File: config.mk
export PLATFORM = sky130hd
export DESIGN_NAME = control_sequencer
export DESIGN_NICKNAME = d
export VERILOG_FILES = /design/src/rtl/control_sequencer.sv
export SDC_FILE = /design/constraint.sdc
export NUM_CORES = 1
export LEC_CHECK = 0
export BUFFER_PORTS_ARGS = -buffer_cell sky130_fd_sc_hd__buf_2
export CAP_MARGIN = 10
export CORE_MARGIN = 10
export CORE_UTILIZATION = 35
export DETAILED_ROUTE_END_ITERATION = 6
export MAX_ROUTING_LAYER = met4
export PLACE_DENSITY = 0.7
export REMOVE_ABC_BUFFERS = 1
export SETUP_SLACK_MARGIN = 0.15
export SYNTH_ARGS = -nofsm -noshare
export SYNTH_HDL_FRONTEND = slang
export SYNTH_SLANG_ARGS = --single-unit
File: constraint.sdc
create_clock -name clk -period 3.1 [get_ports clk]
set_input_delay 0.155 -clock clk [delete_from_list [all_inputs] [get_ports clk]]
set_output_delay 0.155 -clock clk [all_outputs]
set_load 0.1 [all_outputs]
File: src/rtl/control_sequencer.sv
// control_sequencer: Moore control FSM sequencing fetch/execute strobes for the CPU datapath
module control_sequencer #(
  parameter int MEM_WAIT = 1
) (
  input  logic        clk,
  input  logic        clr,
  input  logic [31:0] ir,
  input  logic        con_ff,
  input  logic        stop,
  output logic        run,
  output logic [4:0]  alu_op,
  output logic        Gra, Grb, Grc,
  output logic        Rin, Rout, BAout, Cout,
  output logic        PCout, PCin, IncPC, MARin, MDRin, MDRout, IRin, Yin,
  output logic        ZHighIn, ZLowIn, ZHighout, ZLowout, HIin, LOin, HIout, LOout,
  output logic        Read, RAM_write_en, InPortout, enableOutputPort, enableCon
);
  typedef enum logic [3:0] {RST_ST, HALT, F0, FW, F2, F3, E0, E1, E2, E3, E4, E5} state_t;
  state_t state, nxt;
  logic [1:0] cnt;
  logic [4:0] op;
  logic ir_unused;
  logic rt, imm, ldi, ld, st, md, nn, br, jr, inp, outp, mfhi, mflo, hlt, exec;
  logic f0, fw, f2, f3, e0, e1, e2, e3, e4, e5, last, wait_st, waited;
  state_t to_f0;
  assign op = ir[31:27];
  assign ir_unused = ^ir[26:0];
  assign rt   = op >= 5'd3 && op <= 5'd10;
  assign imm  = op >= 5'd11 && op <= 5'd13;
  assign ldi  = op == 5'd1;
  assign ld   = op == 5'd0;
  assign st   = op == 5'd2;
  assign md   = op == 5'd14 || op == 5'd15;
  assign nn   = op == 5'd16 || op == 5'd17;
  assign br   = op == 5'd18;
  assign jr   = op == 5'd19;
  assign inp  = op == 5'd21;
  assign outp = op == 5'd22;
  assign mfhi = op == 5'd23;
  assign mflo = op == 5'd24;
  assign hlt  = op == 5'd26;
  assign exec = rt | imm | ldi | ld | st | md | nn | br | jr | inp | outp | mfhi | mflo;
  assign f0 = state == F0;
  assign fw = state == FW;
  assign f2 = state == F2;
  assign f3 = state == F3;
  assign e0 = state == E0;
  assign e1 = state == E1;
  assign e2 = state == E2;
  assign e3 = state == E3;
  assign e4 = state == E4;
  assign e5 = state == E5;
  assign last = (e0 & (jr | inp | outp | mfhi | mflo)) | (e1 & nn) | (e2 & (rt | imm | ldi)) |
                (e3 & (md | br)) | (e4 & st) | (e5 & ld);
  assign wait_st = fw | (e3 & ld);
  assign waited = cnt == 2'(MEM_WAIT - 1);
  assign to_f0 = stop ? HALT : F0;
  // State register plus the memory wait counter shared by fetch and ld execute
  always_ff @(posedge clk or negedge clr) begin
    if (!clr) begin
      state <= RST_ST;
      cnt   <= 2'd0;
    end else begin
      state <= nxt;
      cnt   <= (wait_st && !waited) ? cnt + 2'd1 : 2'd0;
    end
  end
  // Next-state selection and Moore strobe decode from state and opcode
  always_comb begin
    nxt = state;
    case (state)
      RST_ST:  nxt = to_f0;
      HALT:    nxt = HALT;
      F0:      nxt = FW;
      FW:      nxt = waited ? F2 : FW;
      F2:      nxt = F3;
      F3:      nxt = hlt ? HALT : exec ? E0 : to_f0;
      default: nxt = (e3 && ld && !waited) ? E3 : (last || e5) ? to_f0 : state_t'(state + 4'd1);
    endcase
    run              = state != RST_ST && state != HALT;
    Gra              = (e0 & (md | br | jr | inp | outp | mfhi | mflo)) | (e1 & nn) |
                       (e2 & (rt | imm | ldi)) | (e3 & st) | (e5 & ld);
    Grb              = (e0 & (rt | imm | ldi | ld | st | nn)) | (e1 & md);
    Grc              = e1 & rt;
    Rin              = (e0 & (inp | mfhi | mflo)) | (e1 & nn) | (e2 & (rt | imm | ldi)) | (e5 & ld);
    Rout             = (e0 & (rt | imm | md | nn | br | jr | outp)) | (e1 & (rt | md)) | (e3 & st);
    BAout            = e0 & (ldi | ld | st);
    Cout             = (e1 & (imm | ldi | ld | st)) | (e2 & br);
    PCout            = f0 | (e1 & br);
    PCin             = (e0 & jr) | (e3 & br & con_ff);
    IncPC            = f0;
    MARin            = f0 | (e2 & (ld | st));
    MDRin            = f2 | (e4 & ld) | (e3 & st);
    MDRout           = f3 | (e5 & ld);
    IRin             = f3;
    Yin              = (e0 & (rt | imm | ldi | ld | st | md)) | (e1 & br);
    ZHighIn          = e1 & md;
    ZLowIn           = (e0 & nn) | (e1 & (rt | imm | ldi | ld | st | md)) | (e2 & br);
    ZHighout         = e3 & md;
    ZLowout          = (e1 & nn) | (e2 & (rt | imm | ldi | ld | st | md)) | (e3 & br);
    HIin             = e3 & md;
    LOin             = e2 & md;
    HIout            = e0 & mfhi;
    LOout            = e0 & mflo;
    Read             = fw | f2 | ((e3 | e4) & ld);
    RAM_write_en     = e4 & st;
    InPortout        = e0 & inp;
    enableOutputPort = e0 & outp;
    enableCon        = e0 & br;
    alu_op           = ((e1 & (rt | imm)) | ((e0 | e1) & (md | nn))) ? op :
                       ((e1 & (ld | ldi | st)) | (e2 & br)) ? 5'd3 : 5'd0;
  end
endmodule

* After elaboration in Yosys (flattened, before gate mapping)
Cells that the tools add are included.
** Storage, ports and cells
- Word-level logic and storage cells :: 168
- Output and inout port bits :: 34
- Input port bits :: 36
- Register bits :: 6
** Cells by class
- Eq/ne operators :: 25
- Add/subtract/negate cells :: 2
- Muxes and demuxes :: 10
- Reduce and logical (&&, ||, !) cells :: 14
- Bitwise logic cells :: 111
- $lt $le $gt $ge :: 4
** Operators with widths (number)
- $or 1x1->1 :: 72
- $eq 5x5->1 const B :: 9
- $and 1x1->1 :: 39
- $pmux 4 s6 :: 1
- $eq 4x3->1 const B :: 4
- $eq 4x4->1 const B :: 4
- $eq 5x4->1 const B :: 2
- $le 5x4->1 const B :: 2
- $mux 3 :: 3
- $eq 4x2->1 const B :: 2
- $mux 4 :: 2
- $logic_and 1x1->1 :: 6
- $mux 2 :: 3
- $eq 5x1->1 const B :: 1
- $eq 5x2->1 const B :: 1
- $ge 5x2->1 const B :: 1
- $ge 5x4->1 const B :: 1
- $logic_not 5->1 :: 1
- $mux 5 :: 1
- $add 4x1->4 const B :: 1
- $eq 4x1->1 const B :: 1
- $logic_not 4->1 :: 1
- $ne 4x1->1 const B :: 1
- $reduce_bool 4->1 :: 1
- other kinds (4) :: 6

* Logic depth before layout (Yosys ltp)
- Depth after elaboration :: 17
- Gate-level depth with buffers :: 9

* Worst setup path after synthesis
OpenSTA, ideal clock, no wires.
- Kind :: flip-flop to output port
- Start :: register state[0]
- End :: output Rout
- Required time :: 2.945 ns
- Data arrival time :: 3.965 ns
- Path buffers :: 1
- Stages on the path, launching flop included :: 7
- Path slack :: -1.020 ns
- Cell sequence :: dfrtp_1 > ha_1 > clkbuf_1 > nand2_1 > nor3_1 > a31oi_1 > nand2_1
** On the way
- Longest elaborated chain between the ends :: 4
- Elaborated cells between the ends (all ways) :: 8
- Those cells by class :: eq/ne (3); bitwise (5)
** Ends and longest elaborated chain
- start: declaration :: line 19 : state_t state, nxt;
- start signal: assignment :: line 64 : state <= nxt;
- $eq 4x3->1, on equally long branches :: line 47, 48
- $and 1x1->1 :: line 86 : Rout = (e0 & (rt | imm | md | nn | br | jr | outp)) | (e1 & (rt | md)) | (e3 & st);
- $or 1x1->1 :: line 86
- $or 1x1->1 * :: line 86
- end: declaration :: line 13 : output logic Rin, Rout, BAout, Cout,
Every way passes the cells marked *; elsewhere a longest branch is shown, timed or not.

* Final worst setup path
- Start :: register state[0]
- End :: output alu_op[0]
** On the way
- Longest elaborated chain between the ends :: 5
- Elaborated cells between the ends (all ways) :: 12
- Those cells by class :: eq/ne (3); mux (2); bitwise (7)
** Ends and longest elaborated chain
- $eq 4x3->1, or another cell as far along :: line 48 : assign e1 = state == E1;
- $and 1x1->1 or $or 1x1->1 (tied branches) :: line 111, 110
- $or 1x1->1 or $and 1x1->1 (tied branches) :: line 111, 110
- $mux 2 or $or 1x1->1 (tied branches) :: line 111, 110
- $mux 5 * :: line 110 : alu_op = ((e1 & (rt | imm)) | ((e0 | e1) & (md | nn))) ? op :
- end: declaration :: line 11 : output logic [4:0] alu_op,
Marked as above.

==> impl_metrics.xml <==
<?xml version="1.0" encoding="UTF-8"?>
<metrics>
  <group name="synth">
    <metric name="synth.top_cells.by_area" unit="">sky130_fd_sc_hd__dfrtp_1 12%, sky130_fd_sc_hd__nor2_1 6.9%, sky130_fd_sc_hd__o21ai_0 6.0%, sky130_fd_sc_hd__ha_1 5.0%, sky130_fd_sc_hd__nor3_1 4.8%</metric>
    <metric name="dominantRegCellSynth" unit="">sky130_fd_sc_hd__dfrtp_1</metric>
    <metric name="netlist_cell_types" unit="">53</metric>
    <metric name="post_synth_inst_count" unit="">185</metric>
    <metric name="synth.cells.most_frequent" unit="">23 x sky130_fd_sc_hd__nor2_1, 15 x sky130_fd_sc_hd__nand2_1, 15 x sky130_fd_sc_hd__o21ai_0, 12 x sky130_fd_sc_hd__nor3_1, 11 x sky130_fd_sc_hd__inv_1</metric>
    <metric name="postSynthAreaPerCell" unit="µm²">6.790</metric>
    <metric name="synth_area" unit="mm²">0.001256</metric>
    <metric name="synth-seq-area-share" unit="%">11.95</metric>
    <metric name="yosys_warnings" unit="">0</metric>
    <metric name="yosys.area.top_type_share" unit="%">11.95</metric>
    <metric name="synth.largest_area_cell" unit="">sky130_fd_sc_hd__dfrtp_1</metric>
    <metric name="post-synth-top-count-cell" unit="">sky130_fd_sc_hd__nor2_1</metric>
    <metric name="synth_enable_flop_cells" unit="">0</metric>
    <metric name="async_set_or_reset_flop_fraction_in_the_synthesized_netlist" unit="%">100.0</metric>
    <metric name="synth-seq-cells" unit="">6</metric>
  </group>
  <group name="worst_setup_path">
    <metric name="r2r_slack" unit="ns">0.72</metric>
    <metric name="critical_path_class" unit="">register to output pin</metric>
    <metric name="cp_max_fo" unit="">11</metric>
    <metric name="cp.required" unit="ns">2.94</metric>
    <metric name="setup.worst_path.end_class" unit="">output pin</metric>
    <metric name="start_kind" unit="">register</metric>
    <metric name="critical_path_arrival" unit="ns">2.45</metric>
  </group>
  <group name="drt">
    <metric name="via_count" unit="">1471</metric>
    <metric name="first_pass_iters" unit="">4</metric>
    <metric name="drt_drc_violations_left" unit="">0</metric>
    <metric name="post_drt_via_cell_ratio" unit="">5.593</metric>
    <metric name="routed_wl_per_cell" unit="µm">14.88</metric>
    <metric name="drt_iter0_drc" unit="">267</metric>
    <metric name="ant_nets" unit="">0</metric>
    <metric name="detail_route.wirelength" unit="µm">3913</metric>
  </group>
  <group name="power">
    <metric name="clockPowerShare" unit="%">5.0</metric>
    <metric name="seqPwrFrac" unit="%">12.0</metric>
    <metric name="power_switching_share" unit="%">69.58</metric>
    <metric name="worst_ir_drop_vdd" unit="mV">0.4091</metric>
    <metric name="pwr_density_cell" unit="mW/mm²">1005</metric>
    <metric name="p_sw" unit="µW">1043</metric>
    <metric name="leakagePower" unit="µW">0.0007142</metric>
    <metric name="power.combinational.fraction" unit="%">82.9</metric>
    <metric name="internal-power" unit="µW">455.8</metric>
  </group>
  <group name="cells_and_area">
    <metric name="drive_above_1_share" unit="%">26.73</metric>
    <metric name="regArea" unit="µm²">150.1</metric>
    <metric name="antenna-diode-count" unit="">0</metric>
    <metric name="area_growth" unit="%">18.73</metric>
    <metric name="final_util" unit="%">44.00</metric>
    <metric name="design.final.nets" unit="">260</metric>
    <metric name="number_of_fill_cells_in_the_layout" unit="">364</metric>
    <metric name="area_of_the_multi_input_gates" unit="µm²">974.7</metric>
  </group>
  <group name="clock_tree">
    <metric name="clock_insertion_delay_worst_skew" unit="ns">0.26</metric>
    <metric name="post_cts_resize_count" unit="">0</metric>
    <metric name="cts_root_buffer" unit="">sky130_fd_sc_hd__clkbuf_4</metric>
    <metric name="cts_max_level" unit="">1</metric>
    <metric name="tritoncts_num_sinks" unit="">6</metric>
    <metric name="clkTransAtPathRegs" unit="ns">0.05</metric>
    <metric name="cts_inserted_buffers" unit="">3</metric>
    <metric name="cts_max_path_buffers" unit="">2</metric>
    <metric name="cts_tree" unit="">built</metric>
  </group>
  <group name="die">
    <metric name="die_h" unit="µm">79.91</metric>
    <metric name="starting_density_of_the_core" unit="%">37.06</metric>
    <metric name="floorplan.die_area" unit="mm²">0.006386</metric>
    <metric name="standard_cell_row_count" unit="">21</metric>
    <metric name="fp.coreArea" unit="mm²">0.003390</metric>
    <metric name="dieWidth" unit="µm">79.91</metric>
    <metric name="number_of_placed_i_o_pins" unit="">70</metric>
  </group>
  <group name="timing">
    <metric name="clk_skew" unit="ns">0.006119</metric>
    <metric name="rsz0062_at_grt" unit="">false</metric>
    <metric name="maxSlewHeadroom" unit="%">66.36</metric>
    <metric name="final.period_utilization" unit="%">83.97</metric>
    <metric name="fmaxAchievable" unit="MHz">384.2</metric>
    <metric name="final_hold_viol_count" unit="">0</metric>
    <metric name="worst_margin_slew" unit="ns">0.4967</metric>
    <metric name="final.min_clock_period" unit="ns">2.603</metric>
    <metric name="setup_slack" unit="ns">0.4969</metric>
    <metric name="finalMaxSlewViolations" unit="">0</metric>
    <metric name="setup_viol_count_final" unit="">0</metric>
  </group>
  <group name="min_path">
    <metric name="hold_path.class" unit="">input pin to async pin</metric>
  </group>
  <group name="global_route">
    <metric name="antenna_violations_before_repair" unit="">0</metric>
    <metric name="grt-ovfl-total" unit="">0</metric>
    <metric name="grtUsageTotal" unit="%">12.19</metric>
    <metric name="grt_pass1_vias" unit="">1380</metric>
    <metric name="grt_first_pass_wirelength" unit="µm">6451</metric>
    <metric name="grt_start_max_net_pins" unit="">21</metric>
  </group>
  <group name="placed_design">
    <metric name="port_bufs" unit="">42</metric>
    <metric name="finalWeightedCongestion" unit="">0.8833</metric>
    <metric name="detailedPlacementHpwl" unit="µm">3000</metric>
    <metric name="dp_worst_setup_slack" unit="ns">0.7518</metric>
  </group>
  <group name="run">
    <metric name="drv_cap" unit="">0</metric>
  </group>
  <group name="run_status">
    <metric name="outcome" unit="">finished, final reports clean</metric>
  </group>
</metrics>
final timing paths:
| check | start | endpoint | depth (start not counted) |
|---|---|---|---|
| setup / recovery | state[0]$_DFF_PN0_ | alu_op[0] | 7 |
| hold / removal | clr | state[3]$_DFF_PN0_ | 2 |
| setup reg to reg | state[0]$_DFF_PN0_ | state[1]$_DFF_PN0_ | 7 |
| hold reg to reg | cnt[0]$_DFF_PN0_ | cnt[0]$_DFF_PN0_ | 2 |
| max in group asynchronous | clr | state[0]$_DFF_PN0_ | 2 |
| min in group clk | stop | state[0]$_DFF_PN0_ | 3 |
cell usage in the layout, fill, tap and decap left out, types with 3 or more instances in the layout:
cell / instances
sky130_fd_sc_hd__and2_1: 5
sky130_fd_sc_hd__ha_1: 5
sky130_fd_sc_hd__buf_2: 42
sky130_fd_sc_hd__a21oi_1: 10
sky130_fd_sc_hd__a31oi_1: 4
sky130_fd_sc_hd__clkbuf_4: 3
sky130_fd_sc_hd__nor3_1: 12
sky130_fd_sc_hd__inv_1: 11
sky130_fd_sc_hd__nand3_1: 5
sky130_fd_sc_hd__o21ai_1: 3
sky130_fd_sc_hd__dfrtp_1: 6
sky130_fd_sc_hd__nand3b_1: 3
sky130_fd_sc_hd__o21ai_0: 15
sky130_fd_sc_hd__o22ai_1: 3
sky130_fd_sc_hd__nand2b_1: 4
sky130_fd_sc_hd__nand2_1: 15
sky130_fd_sc_hd__nor2_1: 23
kinds of logic after synthesis:
kind of cell | after synthesis | synth area share [%]
AND/OR/NAND/NOR | 88 | 38.15
AO/OA/AOI/OAI | 54 | 30.78
buffers and inverters | 27 | 10.46
adder cells (fa/ha/maj) | 6 | 5.777
flip-flops | 6 | 11.95
XOR/XNOR | 3 | 2.092
multiplexers | 1 | 0.7968
layout make-up:
| cell class | count | share of cell area, % |
|---|---|---|
| repair buffers | 44 | 15.27 |
| flip-flops and latches | 6 | 10.07 |
| clock buffers | 3 | 1.510 |
| inverters | 12 | 3.943 |
| multi-input cells | 152 | 65.35 |
| well taps | 46 | 3.859 |
critical path, stage by stage, from the launching register on:
cell and delay, ns:
sky130_fd_sc_hd__dfrtp_1 0.42, sky130_fd_sc_hd__ha_1 0.44, sky130_fd_sc_hd__and3b_1 0.28, sky130_fd_sc_hd__o21ai_0 0.11, sky130_fd_sc_hd__a21oi_1 0.16, sky130_fd_sc_hd__o22ai_1 0.16, sky130_fd_sc_hd__o21ai_0 0.18, sky130_fd_sc_hd__buf_2 0.45
power by group through the flow:
stage               registers (µW)  clock network [µW]  logic, µW
floorplan                      159                   0       1030
global placement               180                   0       1230
detailed placement             180                   0       1240
CTS                            178                76.0       1240
global route                   187                82.6       1330
finish                         180                75.5       1240
through the flow:
stage	std cells	area (µm²)	setup TNS, ns	hold slack, ns	total power [µW]
4_1_cts	263	1491	0	0.2450	1497
3_3_place_gp	259	1459	0	-0.01908	1412
2_1_floorplan	170	1184	-4.193	-0.1406	1184
5_1_grt	263	1491	0	0.2550	1595
3_5_place_dp	259	1459	0	-0.01974	1419
6_report	263	1491	0	0.2449	1498
routing by layer:
| metal | vias to the layer above | track usage [%] | part of all wire (%) |
|---|---|---|---|
| li1 | 730 | - | - |
| met1 | 684 | 15.01 | 44 |
| met2 | 55 | 19.02 | 46 |
| met3 | 2 | 4.054 | 9.0 |
| met4 | 0 | 2.113 | 0.28 |
| met5 | - | - | 0 |
registers in the layout, summed over array words and instances, names as in the netlist:
name   cells
state      4
cnt        2
what timing repair did:
action / 4_1_cts / 5_1_grt
buffers inserted: 0 / 0
hold endpoints to repair: 6 / 0
hold buffers: 1 / 0
Note: power is estimated with default switching activity, not from simulation.
